`src/rtl/sdp_nrdma_eg_pkg.sv`:
```
`default_nettype none
// +--------------------------------------------------------------------------+
// | sdp_nrdma_eg_pkg                                                          |
// | Shared widths, field offsets and FSM encoding for the NRDMA egress unpack |
// | Revision: 1.0                                                             |
// +--------------------------------------------------------------------------+
package sdp_nrdma_eg_pkg;

   localparam int DW       = 256;
   localparam int MW       = 2;
   localparam int CNT_W    = 32;

   localparam int ENTRY_W  = 2*DW + MW;
   localparam int ATOM_W   = DW + 1;

   // Half-valid mask bit positions
   localparam int LO       = 0;
   localparam int HI       = 1;

   // Latency-FIFO entry and atom field offsets
   localparam int DATA_OFS = 0;
   localparam int MASK_OFS = 2*DW;
   localparam int LAST_BIT = DW;

   typedef enum logic [1:0] {
      IDLE = 2'd0,
      RUN  = 2'd1,
      DONE = 2'd2
   } state_e;

   // One-hot mask bit for the selected half
   function automatic logic [MW-1:0] half_bit(input logic hi);
      return hi ? MW'(1 << HI) : MW'(1 << LO);
   endfunction

endpackage
`default_nettype wire

```
`src/rtl/sdp_nrdma_eg_lat_unpack_if.sv`:
```
`default_nettype none
// +--------------------------------------------------------------------------+
// | sdp_nrdma_eg_lat_unpack_if                                                |
// | Valid/ready payload stream used for both latency-FIFO and atom sides      |
// | Revision: 1.0                                                             |
// +--------------------------------------------------------------------------+
interface sdp_nrdma_eg_lat_unpack_if
   import sdp_nrdma_eg_pkg::*;
#(
   parameter int W = ENTRY_W
) ();

   logic         pvld;
   logic         prdy;
   logic [W-1:0] pd;

   modport master (
      output pvld,
      output pd,
      input  prdy
   );

   modport slave (
      input  pvld,
      input  pd,
      output prdy
   );

endinterface
`default_nettype wire

```
`src/rtl/sdp_nrdma_eg_lat_unpack.sv`:
```
`default_nettype none
// +--------------------------------------------------------------------------+
// | sdp_nrdma_eg_lat_unpack                                                   |
// | Splits 512-bit latency-FIFO entries into 256-bit atoms, counts atoms per  |
// | layer, tags the last one and returns one FIFO credit per entry.           |
// | Revision: 1.0                                                             |
// +--------------------------------------------------------------------------+
module sdp_nrdma_eg_lat_unpack
   import sdp_nrdma_eg_pkg::*;
(
   input  logic                        nvdla_core_clk_mgated,
   input  logic                        nvdla_core_rstn,
   input  logic                        op_en,
   input  logic [CNT_W-1:0]            reg2dp_atom_total,
   sdp_nrdma_eg_lat_unpack_if.slave    lat_rd,
   sdp_nrdma_eg_lat_unpack_if.master   unpack,
   output logic                        dma_rd_cdt_lat_fifo_pop,
   output logic                        eg_done
);

   state_e              state_q, state_d;
   logic [CNT_W-1:0]    total_q, total_d;
   logic [CNT_W-1:0]    cnt_q,   cnt_d;
   logic [2*DW-1:0]     data_q,  data_d;
   logic [MW-1:0]       mask_q,  mask_d;
   logic                full_q,  full_d;
   logic                pop_q,   pop_d;
   logic                done_q,  done_d;

   logic                sel_hi;
   logic                atom_last;
   logic                atom_acc;
   logic                abort;
   logic                entry_release;
   logic                lat_load;
   logic [MW-1:0]       mask_after;

   // Low half always goes first when both halves are pending
   assign sel_hi    = ~mask_q[LO];
   assign atom_last = (cnt_q == (total_q - CNT_W'(1)));

   assign unpack.pvld = (state_q == RUN) && full_q && (mask_q != '0);
   assign unpack.pd   = {atom_last,
                         sel_hi ? data_q[DATA_OFS+DW +: DW] : data_q[DATA_OFS +: DW]};

   assign atom_acc   = unpack.pvld && unpack.prdy;
   assign abort      = (state_q == RUN) && !op_en;
   assign mask_after = atom_acc ? (mask_q & ~half_bit(sel_hi)) : mask_q;

   // An entry leaves the buffer once nothing is pending, on the last atom
   // (dropping any remaining half) or when the layer is aborted.
   assign entry_release = full_q &&
                          (abort || (mask_after == '0) || (atom_acc && atom_last));

   // No new entry is taken while the layer is being torn down
   assign lat_rd.prdy = (state_q == RUN) && op_en &&
                        (!full_q || (atom_acc && (mask_after == '0) && !atom_last));
   assign lat_load    = lat_rd.prdy && lat_rd.pvld;

   assign dma_rd_cdt_lat_fifo_pop = pop_q;
   assign eg_done                 = done_q;

   always_comb begin
      full_d = full_q;
      data_d = data_q;
      mask_d = mask_after;
      pop_d  = entry_release;

      if (lat_load) begin
         full_d = 1'b1;
         data_d = lat_rd.pd[DATA_OFS +: 2*DW];
         mask_d = lat_rd.pd[MASK_OFS +: MW];
      end else if (entry_release) begin
         full_d = 1'b0;
         mask_d = '0;
      end
   end

   always_comb begin
      state_d = state_q;
      total_d = total_q;
      cnt_d   = atom_acc ? (cnt_q + CNT_W'(1)) : cnt_q;

      case (state_q)
         IDLE: begin
            if (op_en) begin
               total_d = reg2dp_atom_total;
               cnt_d   = '0;
               state_d = (reg2dp_atom_total == '0) ? DONE : RUN;
            end
         end
         RUN: begin
            if (!op_en) begin
               state_d = IDLE;
            end else if (atom_acc && atom_last) begin
               state_d = DONE;
            end
         end
         DONE: begin
            if (!op_en) begin
               state_d = IDLE;
            end
         end
         default: begin
            state_d = IDLE;
         end
      endcase

      done_d = (state_d == DONE) && (state_q != DONE);
   end

   always_ff @(posedge nvdla_core_clk_mgated or negedge nvdla_core_rstn) begin
      if (!nvdla_core_rstn) begin
         state_q <= IDLE;
         total_q <= '0;
         cnt_q   <= '0;
         data_q  <= '0;
         mask_q  <= '0;
         full_q  <= 1'b0;
         pop_q   <= 1'b0;
         done_q  <= 1'b0;
      end else begin
         state_q <= state_d;
         total_q <= total_d;
         cnt_q   <= cnt_d;
         data_q  <= data_d;
         mask_q  <= mask_d;
         full_q  <= full_d;
         pop_q   <= pop_d;
         done_q  <= done_d;
      end
   end

endmodule
`default_nettype wire

```
`src/flat_wrapper.sv`:
```
// flat-port wrapper written by rule: the top's interface ports become plain ports
module sdp_nrdma_eg_lat_unpack_flat import sdp_nrdma_eg_pkg::*;
  (nvdla_core_clk_mgated, nvdla_core_rstn, op_en, reg2dp_atom_total, dma_rd_cdt_lat_fifo_pop, eg_done, lat_rd_pvld, lat_rd_pd, lat_rd_prdy, unpack_pvld, unpack_pd, unpack_prdy);
  sdp_nrdma_eg_lat_unpack_if #(.W(ENTRY_W)) lat_rd_i ();
  sdp_nrdma_eg_lat_unpack_if #(.W(ATOM_W)) unpack_i ();
  input  logic nvdla_core_clk_mgated;
  input  logic nvdla_core_rstn;
  input  logic op_en;
  input  logic [CNT_W-1:0] reg2dp_atom_total;
  output logic dma_rd_cdt_lat_fifo_pop;
  output logic eg_done;
  input wire logic [$bits(lat_rd_i.pvld)-1:0] lat_rd_pvld;
  input wire logic [$bits(lat_rd_i.pd)-1:0] lat_rd_pd;
  output wire logic [$bits(lat_rd_i.prdy)-1:0] lat_rd_prdy;
  output wire logic [$bits(unpack_i.pvld)-1:0] unpack_pvld;
  output wire logic [$bits(unpack_i.pd)-1:0] unpack_pd;
  input wire logic [$bits(unpack_i.prdy)-1:0] unpack_prdy;
  assign lat_rd_i.pvld = lat_rd_pvld;
  assign lat_rd_i.pd = lat_rd_pd;
  assign lat_rd_prdy = lat_rd_i.prdy;
  assign unpack_pvld = unpack_i.pvld;
  assign unpack_pd = unpack_i.pd;
  assign unpack_i.prdy = unpack_prdy;
  sdp_nrdma_eg_lat_unpack u_core (.nvdla_core_clk_mgated(nvdla_core_clk_mgated), .nvdla_core_rstn(nvdla_core_rstn), .op_en(op_en), .reg2dp_atom_total(reg2dp_atom_total), .lat_rd(lat_rd_i), .unpack(unpack_i), .dma_rd_cdt_lat_fifo_pop(dma_rd_cdt_lat_fifo_pop), .eg_done(eg_done));
endmodule
```
`config.mk`:
```
export PLATFORM = sky130hd
export DESIGN_NAME = sdp_nrdma_eg_lat_unpack_flat
export DESIGN_NICKNAME = d
export VERILOG_FILES = /design/src/rtl/sdp_nrdma_eg_pkg.sv /design/src/rtl/sdp_nrdma_eg_lat_unpack_if.sv /design/src/rtl/sdp_nrdma_eg_lat_unpack.sv /design/src/flat_wrapper.sv
export SDC_FILE = /design/constraint.sdc
export NUM_CORES = 1
export LEC_CHECK = 0
export BUFFER_PORTS_ARGS = -buffer_cell sky130_fd_sc_hd__buf_2
export CAP_MARGIN = 5
export CORE_AREA = 2 2 318 320
export DETAILED_ROUTE_END_ITERATION = 8
export DIE_AREA = 0 0 320 322
export GPL_TIMING_DRIVEN = 1
export PLACE_DENSITY_LB_ADDON = 0.25
export SYNTH_ARGS = -nofsm -noshare
export SYNTH_HDL_FRONTEND = slang
export SYNTH_SLANG_ARGS = --single-unit
```
`constraint.sdc`:
```
create_clock -name nvdla_core_clk_mgated -period 4.5 [get_ports nvdla_core_clk_mgated]
set_input_delay 0.225 -clock nvdla_core_clk_mgated [delete_from_list [all_inputs] [get_ports nvdla_core_clk_mgated]]
set_output_delay 0.225 -clock nvdla_core_clk_mgated [all_outputs]
set_load 0.02 [all_outputs]
```
# [Word-level counts from Yosys, hierarchy flattened]
# Cells that the tools add are included.
[classes] addsub=2 eq_ne=5 n_mux=16 bitwise=2 n_reduce_logical=24
[ops] op="two-way mux 256 bit" n=1
[ops] op="two-way mux 32 bit" n=3
[ops] op="adder 32 x 1 -> 32 bit (second input constant)" n=1
[ops] op="equality test 32 bit" n=1
[ops] op="zero test 32 bit" n=1
[ops] op="subtractor 32 x 1 -> 32 bit (second input constant)" n=1
[ops] op="two-way mux 2 bit" n=9
[ops] op="logical AND 1 bit" n=12
[ops] op="case mux 2 bit (3 select lines)" n=1
[ops] op="equality test 2 bit (second input constant)" n=2
[ops] op="zero test 2 bit" n=2
[ops] op="nonzero test 2 bit" n=2
[ops] op="zero test 1 bit" n=3
[ops] op="logical OR 1 bit" n=3
[ops] op="bitwise AND 2 bit" n=1
[ops] op="equality test 2 x 1 -> 1 bit (second input constant)" n=1
[ops] op="two-way mux 1 bit" n=2
[ops] op="!= test 2 bit (second input constant)" n=1
[ops] op="inverter 2 bit" n=1
[ops] op="AND reduction 2 bit" n=1
[word_totals] regBits=583 in_bits=551 word_cells=57

# [Depth between registers and ports, before layout]
# Gate-level depths: netlist of run 1.
[logic_depth] ltp_word=12 ltp_mapped=14 mapped_depth_nobuf=10

# [Worst setup path after synthesis of run 1]
# No wires, ideal clock.
[synth_path] path_type="reg2reg" start="register u_core.total_q[0]" end="register u_core.data_q[100]" setup_time_ns=0.125 t_arrival_ns=3.695 t_required_ns=4.375 path_slack_ns=0.680 stages_incl_launch_ff=14 n_path_buf=3 path_cell_list="dfrtp_1 -> inv_1 -> ha_1 -> or4b_1 -> or4_1 -> clkbuf_1 -> nor4_1 -> mux2_2 -> a21oi_1 -> o31ai_1 -> nand3_1 -> clkbuf_1 -> buf_2 -> mux2_2"
[synth_between] elab_chain_len=7
[synth_lines] element="from (decl)" line="sdp_nrdma_eg_lat_unpack.sv:22" source="logic [CNT_W-1:0] total_q, total_d;"
[synth_lines] element="from (signal assigned)" line="sdp_nrdma_eg_lat_unpack.sv:124" source="total_q <= total_d;"
[synth_lines] element="subtractor 32 x 1 -> 32 bit" line="sdp_nrdma_eg_lat_unpack.sv:40" source="assign atom_last = (cnt_q == (total_q - CNT_W'(1)));"
[synth_lines] element="equality test 32 bit" line="sdp_nrdma_eg_lat_unpack.sv:40"
[synth_lines] element="zero test 1 bit" line="sdp_nrdma_eg_lat_unpack.sv:57" source="(!full_q || (atom_acc && (mask_after == '0) && !atom_last));"
[synth_lines] element="logical AND 1 bit" line="sdp_nrdma_eg_lat_unpack.sv:57"
[synth_lines] element="logical OR 1 bit" line="sdp_nrdma_eg_lat_unpack.sv:57"
[synth_lines] element="logical AND 1 bit" line="sdp_nrdma_eg_lat_unpack.sv:56" source="assign lat_rd.prdy = (state_q == RUN) && op_en &&"
[synth_lines] element="logical AND 1 bit" line="sdp_nrdma_eg_lat_unpack.sv:58" source="assign lat_load = lat_rd.prdy && lat_rd.pvld;"
[synth_lines] element="to (signal assigned)" line="sdp_nrdma_eg_lat_unpack.sv:126" source="data_q <= data_d;"
[synth_lines] element="to (decl)" line="sdp_nrdma_eg_lat_unpack.sv:24" source="logic [2*DW-1:0] data_q, data_d;"
# Every way passes these cells.
# A chain may end at the register's enable or synchronous reset.

# [Worst setup path after layout of run 1]
[layout_path] start="register u_core.total_q[26]" end="output lat_rd_prdy"
[layout_between] elab_chain_len=6
[layout_lines] element="subtractor 32 x 1 -> 32 bit" line="sdp_nrdma_eg_lat_unpack.sv:40"
[layout_lines] element="equality test 32 bit" line="sdp_nrdma_eg_lat_unpack.sv:40"
[layout_lines] element="zero test 1 bit" line="sdp_nrdma_eg_lat_unpack.sv:57"
[layout_lines] element="logical AND 1 bit" line="sdp_nrdma_eg_lat_unpack.sv:57"
[layout_lines] element="logical OR 1 bit" line="sdp_nrdma_eg_lat_unpack.sv:57"
[layout_lines] element="logical AND 1 bit" line="sdp_nrdma_eg_lat_unpack.sv:56"
[layout_lines] element="to (decl)" line="flat_wrapper.sv:14" source="output wire logic [$bits(lat_rd_i.prdy)-1:0] lat_rd_prdy;"
# Every way passes these cells.

==> results of run 1 <==
-- power by group --
group	leakage [nW]	total, mW	internal [mW]	switching, mW
Clock	1.18	5.95	3.58	2.37
Combinational	10.7	10.0	5.10	4.91
Sequential	6.91	8.19	7.07	1.11
Total	18.8	24.2	15.8	8.39
-- registers in the layout, indices dropped and copies added, names as in the netlist --
| signal | flops |
|---|---|
| u_core.data_q | 512 |
| u_core.cnt_q | 32 |
| u_core.total_q | 32 |
| u_core.mask_q | 2 |
| u_core.state_q | 2 |
| u_core.dma_rd_cdt_lat_fifo_pop | 1 |
| u_core.eg_done | 1 |
| u_core.full_q | 1 |
-- layout make-up --
| type | instances | share of cell area (%) |
|---|---|---|
| Multi-Input combinational cell | 1150 | 30.3 |
| Inverter | 8 | 0.0722 |
| Clock buffer | 105 | 5.12 |
| Clock inverter | 24 | 0.695 |
| Timing Repair Buffer | 1424 | 24.8 |
| Antenna cell | 9 | 0.0541 |
| Tap cell | 1298 | 3.90 |
| Sequential cell | 583 | 35.1 |
-- per-layer routing --
layer	share of wire, %	track usage [%]
met2	50	28.7
met5	0	0
met4	3.2	6.15
met3	5.8	4.44
met1	41	19.7
-- kinds of logic after synthesis --
kind of cell             synth area share, %
XOR/XNOR                                2.01
adder cells (fa/ha/maj)               0.0899
multiplexers                            36.9
AND/OR/NAND/NOR                         4.20
AO/OA/AOI/OAI                           1.66
buffers and inverters                   2.64
flip-flops                              52.4
-- worst max path at each step --
stage               slack (ps)                from                  to
floorplan                  680   u_core.total_q[0]  u_core.data_q[100]
global placement           140   u_core.total_q[1]  u_core.data_q[287]
detailed placement         160   u_core.total_q[1]  u_core.data_q[296]
CTS                          4   u_core.total_q[0]         lat_rd_prdy
global route                10   u_core.total_q[1]         lat_rd_prdy
finish                     160  u_core.total_q[26]         lat_rd_prdy
-- timing repair --
action	in CTS	in global routing
pin swaps	6	5
endpoints found under the hold margin	637	0
setup endpoints to repair	2	2
setup buffers	6	2
hold buffers	548	0
resized for setup	14	5
-- per-stage QoR --
| step | hold slack (ps) | area (um2) | setup WS [ps] | cells | power, mW |
|---|---|---|---|---|---|
| after floorplan | -70.6 | 27800 | 680 | 1843 | 14.6 |
| after global placement | 356 | 33500 | 141 | 3907 | 17.6 |
| after detailed placement | 375 | 33500 | 160 | 3907 | 17.8 |
| after CTS | 209 | 41500 | 4.48 | 4590 | 24.4 |
| after global routing | 270 | 41600 | 10.3 | 4600 | 25.4 |
| final | 263 | 41600 | 157 | 4601 | 24.2 |
-- synth_stat cells (all sizes together), types with 12 or more instances --
| cell | instances |
|---|---|
| xnor2 | 35 |
| mux2 | 799 |
| or3 | 17 |
| nor4 | 25 |
| nand3 | 19 |
| dfrtp | 583 |
| clkbuf | 39 |
| buf | 63 |
| o21ai | 22 |
| nand2 | 30 |
| nor3 | 12 |
| xor2 | 29 |
| a21oi | 18 |
| nor2 | 51 |
==> flow_metrics.tcl, run 1 <==
set metrics [dict create \
    cp_data_required_time_ps 4280 \
    slew_violations 0 \
    cp.arrival_ps 4120 \
    die_w_um 320 \
    fin_crit_sh_pct 96.5 \
    dr_total_vias 20500 \
    synth_top_area_share_pct 52.4 \
    vdd_drop_max_v 0.000359 \
    r2r-end "u_core.data_q[337]" \
    dieArea_um2 103000 \
    max-slew-margin-rel_pct 30.1 \
    crit_path_end_kind "primary output" \
    critPathLaunchType "flop" \
    cts-root-buf "clkbuf_16" \
    portBuffers 811 \
    regToRegSetupSlack_ps 210 \
    hp-class "in2async" \
    final_cell_mix "buf_2 (809), dfrtp_1 (582), dlygate4sd3_1 (548), mux2_2 (450), mux2_4 (339)" \
    drtIter0Drc 721 \
    synthArstFlopShare_pct 100 \
    synth_edf_count 0 \
    synth_area_um2 27800 \
    crit_slowest_cell "or4_1" \
    grt_max_degree 132 \
    finalSetupViolations 0 \
    multiInputGateArea_um2 12600 \
    synth_flop_cell "dfrtp_1" \
    cts_htree_levels 3 \
    skew_ps 17.9 \
    ff_latch_area_um2 14600 \
    finalSetupTns_ps 0 \
    final_hold_viol_count 0 \
    worst-path-stages 9 \
    dpl.hpwl_um 62100 \
    ys_types 58 \
    drv_cap 0 \
    r2r_start "u_core.total_q[1]" \
    gp_congestion 0.873 \
    grt_pass1_vias 22900 \
    period_minus_slack_ps 4340 \
    final_common_cell "buf_2" \
    drive_gt1_share_pct 54.7 \
    crit_fanout 7 \
    via_per_inst 4.46 \
    core_region_area_um2 99600 \
    die_y_um 322 \
    max_stage_delay_ps 680 \
    final_util_pct 41.8 \
    clock.fmax_mhz 230 \
    n_fill_cell 9101 \
    syn_nets 2396 \
    yosysTopAreaCell "dfrtp_1" \
    synth-seq-cells 583 \
    rows 116 \
    synth_area_leaders "dfrtp_1 (52%), mux2_4 (18%), mux2_2 (18%), buf_6 (1.6%), xnor2_1 (1.1%)" \
    cts_buffer_depth 3 \
    crit_type "reg2out" \
    fin_nets 3792 \
    clk-insertion-delay-late_ps 620 \
    grt_setup_unrepaired "no" \
    syn_inst 1843 \
    remaining_drc_errors 0 \
    numCtsBuffers 72 \
    drt_pass1_iterations 5 \
    avgSynthCellArea_um2 15.1 \
    worst_pin_slew_ps 1050 \
    start_util_pct 27.9 \
    ff2ff_path_depth 12 \
    track_usage_pct 16.6 \
    yosys_warnings 0 \
    post_drt_wl_per_cell_um 19.2 \
    clkSinkCount 583 \
    synth_seq_area_share_pct 52.4 \
    cp_cell_sequence "or4_1, or4_1, and3_1, o31ai_1, or4b_4, nor4_4, o21ai_1, and3_1, buf_4" \
    antenna_left 0 \
    grt_antenna_before_repair 9 \
    grt_pass1_wl_um 134000 \
    critPathTopFamily "simple AND/OR/NAND/NOR gates" \
    wl_um 88400 \
    crit_buf_inv 1 \
    powerDensity_nw_per_um2 581 \
    cts_tree "built" \
    clkTransAtPathRegs_ps 60 \
    io_pins 812 \
    leakagePower_nw 18.8 \
    outcome "completed" \
    grt_overflow 0 \
    area_delta_synth_final_pct 49.5 \
]
(Power assumes the default switching activity.)
==> run 2, diff against run 1 <==
--- a/config.mk
+++ b/config.mk
@@ -5,11 +5,12 @@
 export SDC_FILE = /design/constraint.sdc
 export NUM_CORES = 1
 export LEC_CHECK = 0
+export ABC_AREA = 1
 export BUFFER_PORTS_ARGS = -buffer_cell sky130_fd_sc_hd__buf_2
 export CAP_MARGIN = 5
-export CORE_AREA = 2 2 318 320
+export CORE_AREA = 2 2 317 319
 export DETAILED_ROUTE_END_ITERATION = 8
-export DIE_AREA = 0 0 320 322
+export DIE_AREA = 0 0 319 321
 export GPL_TIMING_DRIVEN = 1
 export PLACE_DENSITY_LB_ADDON = 0.25
 export SYNTH_ARGS = -nofsm -noshare
==> run 2 against run 1 <==
Power fell by 8.6%. Non-clock buffer count down 11. Register-to-register slack gained 640 ps. Area after synthesis grew 5.3%. Critical path depth rose by 7. Die area fell by 0.62%. Worst setup slack better by 690 ps. Final cell count is 39% higher. First-iteration DRC count grew to 3.8 times the previous value. Design area increased by 1.1%. Critical path type is now reg2reg.
==> flow_metrics.tcl, run 2 <==
set metrics [dict create \
    finalSetupTns_ps 0 \
    cts-root-buf "clkbuf_16" \
    final_hold_viol_count 0 \
    fin_crit_sh_pct 81.2 \
    drtIter0Drc 2748 \
    core_region_area_um2 99300 \
    cts_tree "built" \
    reg.largest.list "u_core.data_q: 512 flops, u_core.cnt_q: 32 flops, u_core.total_q: 32 flops" \
    max-slew-margin-rel_pct 32.9 \
    crit_type "reg2reg" \
    track_usage_pct 22.7 \
    regMostFlops "u_core.data_q" \
    yosys_warnings 0 \
    clkTransAtPathRegs_ps 60 \
    cts_buffer_depth 3 \
    ff_latch_area_um2 14600 \
    rows 116 \
    dpl.hpwl_um 78900 \
    slew_violations 0 \
    synth_top_area_share_pct 49.8 \
    synth_area_leaders "dfrtp_1 (50%), nand2_1 (26%), nand4_1 (12%), clkbuf_1 (2.2%), nor2_1 (1.3%)" \
    grt_antenna_before_repair 23 \
    grt_setup_unrepaired "no" \
    powerDensity_nw_per_um2 525 \
    synthArstFlopShare_pct 100 \
    grt_overflow 0 \
    hp-class "in2reg" \
    die_w_um 319 \
    syn_nets 4405 \
    largest_register_ffs 512 \
    synth_edf_count 0 \
    regToRegSetupSlack_ps 850 \
    post_drt_wl_per_cell_um 18.7 \
    outcome "completed" \
    final_cell_mix "nand2_1 (2010), buf_2 (809), dfrtp_1 (582), dlygate4sd3_1 (548), nand4_1 (540)" \
    via_per_inst 4.89 \
    yosys-top-cells-count "nand2_1 (2011), dfrtp_1 (583), nand4_1 (540), clkbuf_1 (168), nor2_1 (104)" \
    remaining_drc_errors 0 \
    fin_nets 5593 \
    clkSinkCount 583 \
    synth-seq-cells 583 \
    ys_types 39 \
    n_fill_cell 10100 \
    area_delta_synth_final_pct 43.6 \
    vdd_drop_max_v 0.000340 \
    dr_total_vias 31300 \
    syn_inst 3852 \
    drive_gt1_share_pct 19.9 \
    critPathLaunchType "flop" \
    dieArea_um2 102000 \
    cts_htree_levels 3 \
    multiInputGateArea_um2 12800 \
    portBuffers 811 \
    skew_ps 26.2 \
    power_mw 22.1 \
    wl_um 120000 \
    crit_path_end_kind "flop" \
    grt_max_degree 159 \
    grt_pass1_wl_um 184000 \
    numCtsBuffers 73 \
    synth_most_common_cell "nand2_1" \
    crit_fanout 54 \
    period_minus_slack_ps 3650 \
    die_y_um 321 \
    post_cts_buffers 0 \
    gp_congestion 0.907 \
    worst_pin_slew_ps 1010 \
    drv_cap 0 \
    synth_area_um2 29300 \
    cp_data_required_time_ps 5040 \
    io_pins 812 \
    synth_seq_area_share_pct 49.8 \
    clk-insertion-delay-late_ps 630 \
    avgSynthCellArea_um2 7.61 \
    holdWs_ps 51.1 \
    finalSetupViolations 0 \
    grt_pass1_vias 31000 \
    leakagePower_nw 22.4 \
    antenna_left 0 \
    start_util_pct 29.5 \
    clock.fmax_mhz 274 \
    final_common_cell "nand2_1" \
    synth_flop_cell "dfrtp_1" \
    drt_pass1_iterations 6 \
    yosysTopAreaCell "dfrtp_1" \
    cp.arrival_ps 4200 \
]
==> run 2: repair_timing <==
| action | CTS | global route |
|---|---|---|
| resized for setup | 0 | 0 |
| hold endpoints to repair | 631 | 0 |
| hold buffers | 548 | 0 |
==> run 2: cell type report <==
class	instances	area share, %
antenna	13	0.0773
clock buffer	104	5.10
clock inverter	25	0.770
inverter	92	0.839
multi-input combinational	2877	30.4
sequential	583	34.7
tap	1298	3.86
timing repair buffer	1413	24.3
==> run 2: metrics by stage <==
stage          std cells  setup WS [ps]  util [%]  instance area, um2
6_report            6405            847      42.4               42100
5_1_grt             6403            504      42.4               42100
4_1_cts             6392            758      42.3               42000
3_5_place_dp        5715            889      34.3               34100
3_3_place_gp        5715            919      34.3               34100
2_1_floorplan       3852           2080         -               29300
==> run 2: power by group <==
part           switching, mW  total, mW  internal (mW)
sequential             0.935       7.75           6.82
combinational           5.60       8.21           2.61
clock                   2.41       6.12           3.72
==> run 2: cells by family (layout without fill, tap and decap cells) <==
family / after synthesis / in the layout / share of synthesized area (%)
AOI/OAI and AO/OA: 68 / 68 / 1.25
xor gates and xnor gates: 48 / 48 / 1.46
adders and majority gates: 2 / 2 / 0.0854
buffers and inverters: 392 / 1634 / 6.66
DFF: 583 / 583 / 49.8
other: 0 / 13 / 0
and+or+nand+nor: 2759 / 2759 / 40.8
==> run 2: worst max-delay path: stages (launching register included) <==
cell	delay, ps
dfrtp_1	400
nor2_1	140
nand2_2	110
nor2_4	350
nand2_1	220
o21ai_1	220
nand2_1	110
nor2_1	120
nand2_1	60
nor2_1	190
nand3_1	110
nand2_1	130
nand2_4	180
nand3_4	350
buf_4	590
nand2_1	130
nand2_1	100
==> run 2: path summary, 6_finish.rpt <==
path / from / endpoint / cells after the start
min in group asynchronous: nvdla_core_rstn / u_core.data_q[137] / 2
hold reg to reg: u_core.data_q[389] / u_core.data_q[389] / 2
max in group asynchronous: nvdla_core_rstn / u_core.data_q[150] / 4
setup reg to reg: u_core.total_q[2] / u_core.data_q[141] / 16
hold / removal: lat_rd_pvld / u_core.data_q[300] / 3
setup / recovery: u_core.total_q[2] / u_core.data_q[141] / 16
==> run 2: per-layer routing <==
layer  wire [um]  track usage, %  vias up
met5         122               0        -
met4        5770            10.4       20
met3        7990            5.02      305
met2       55600            36.3     1185
met1       50400            29.4    14900
li1            -               -    15000
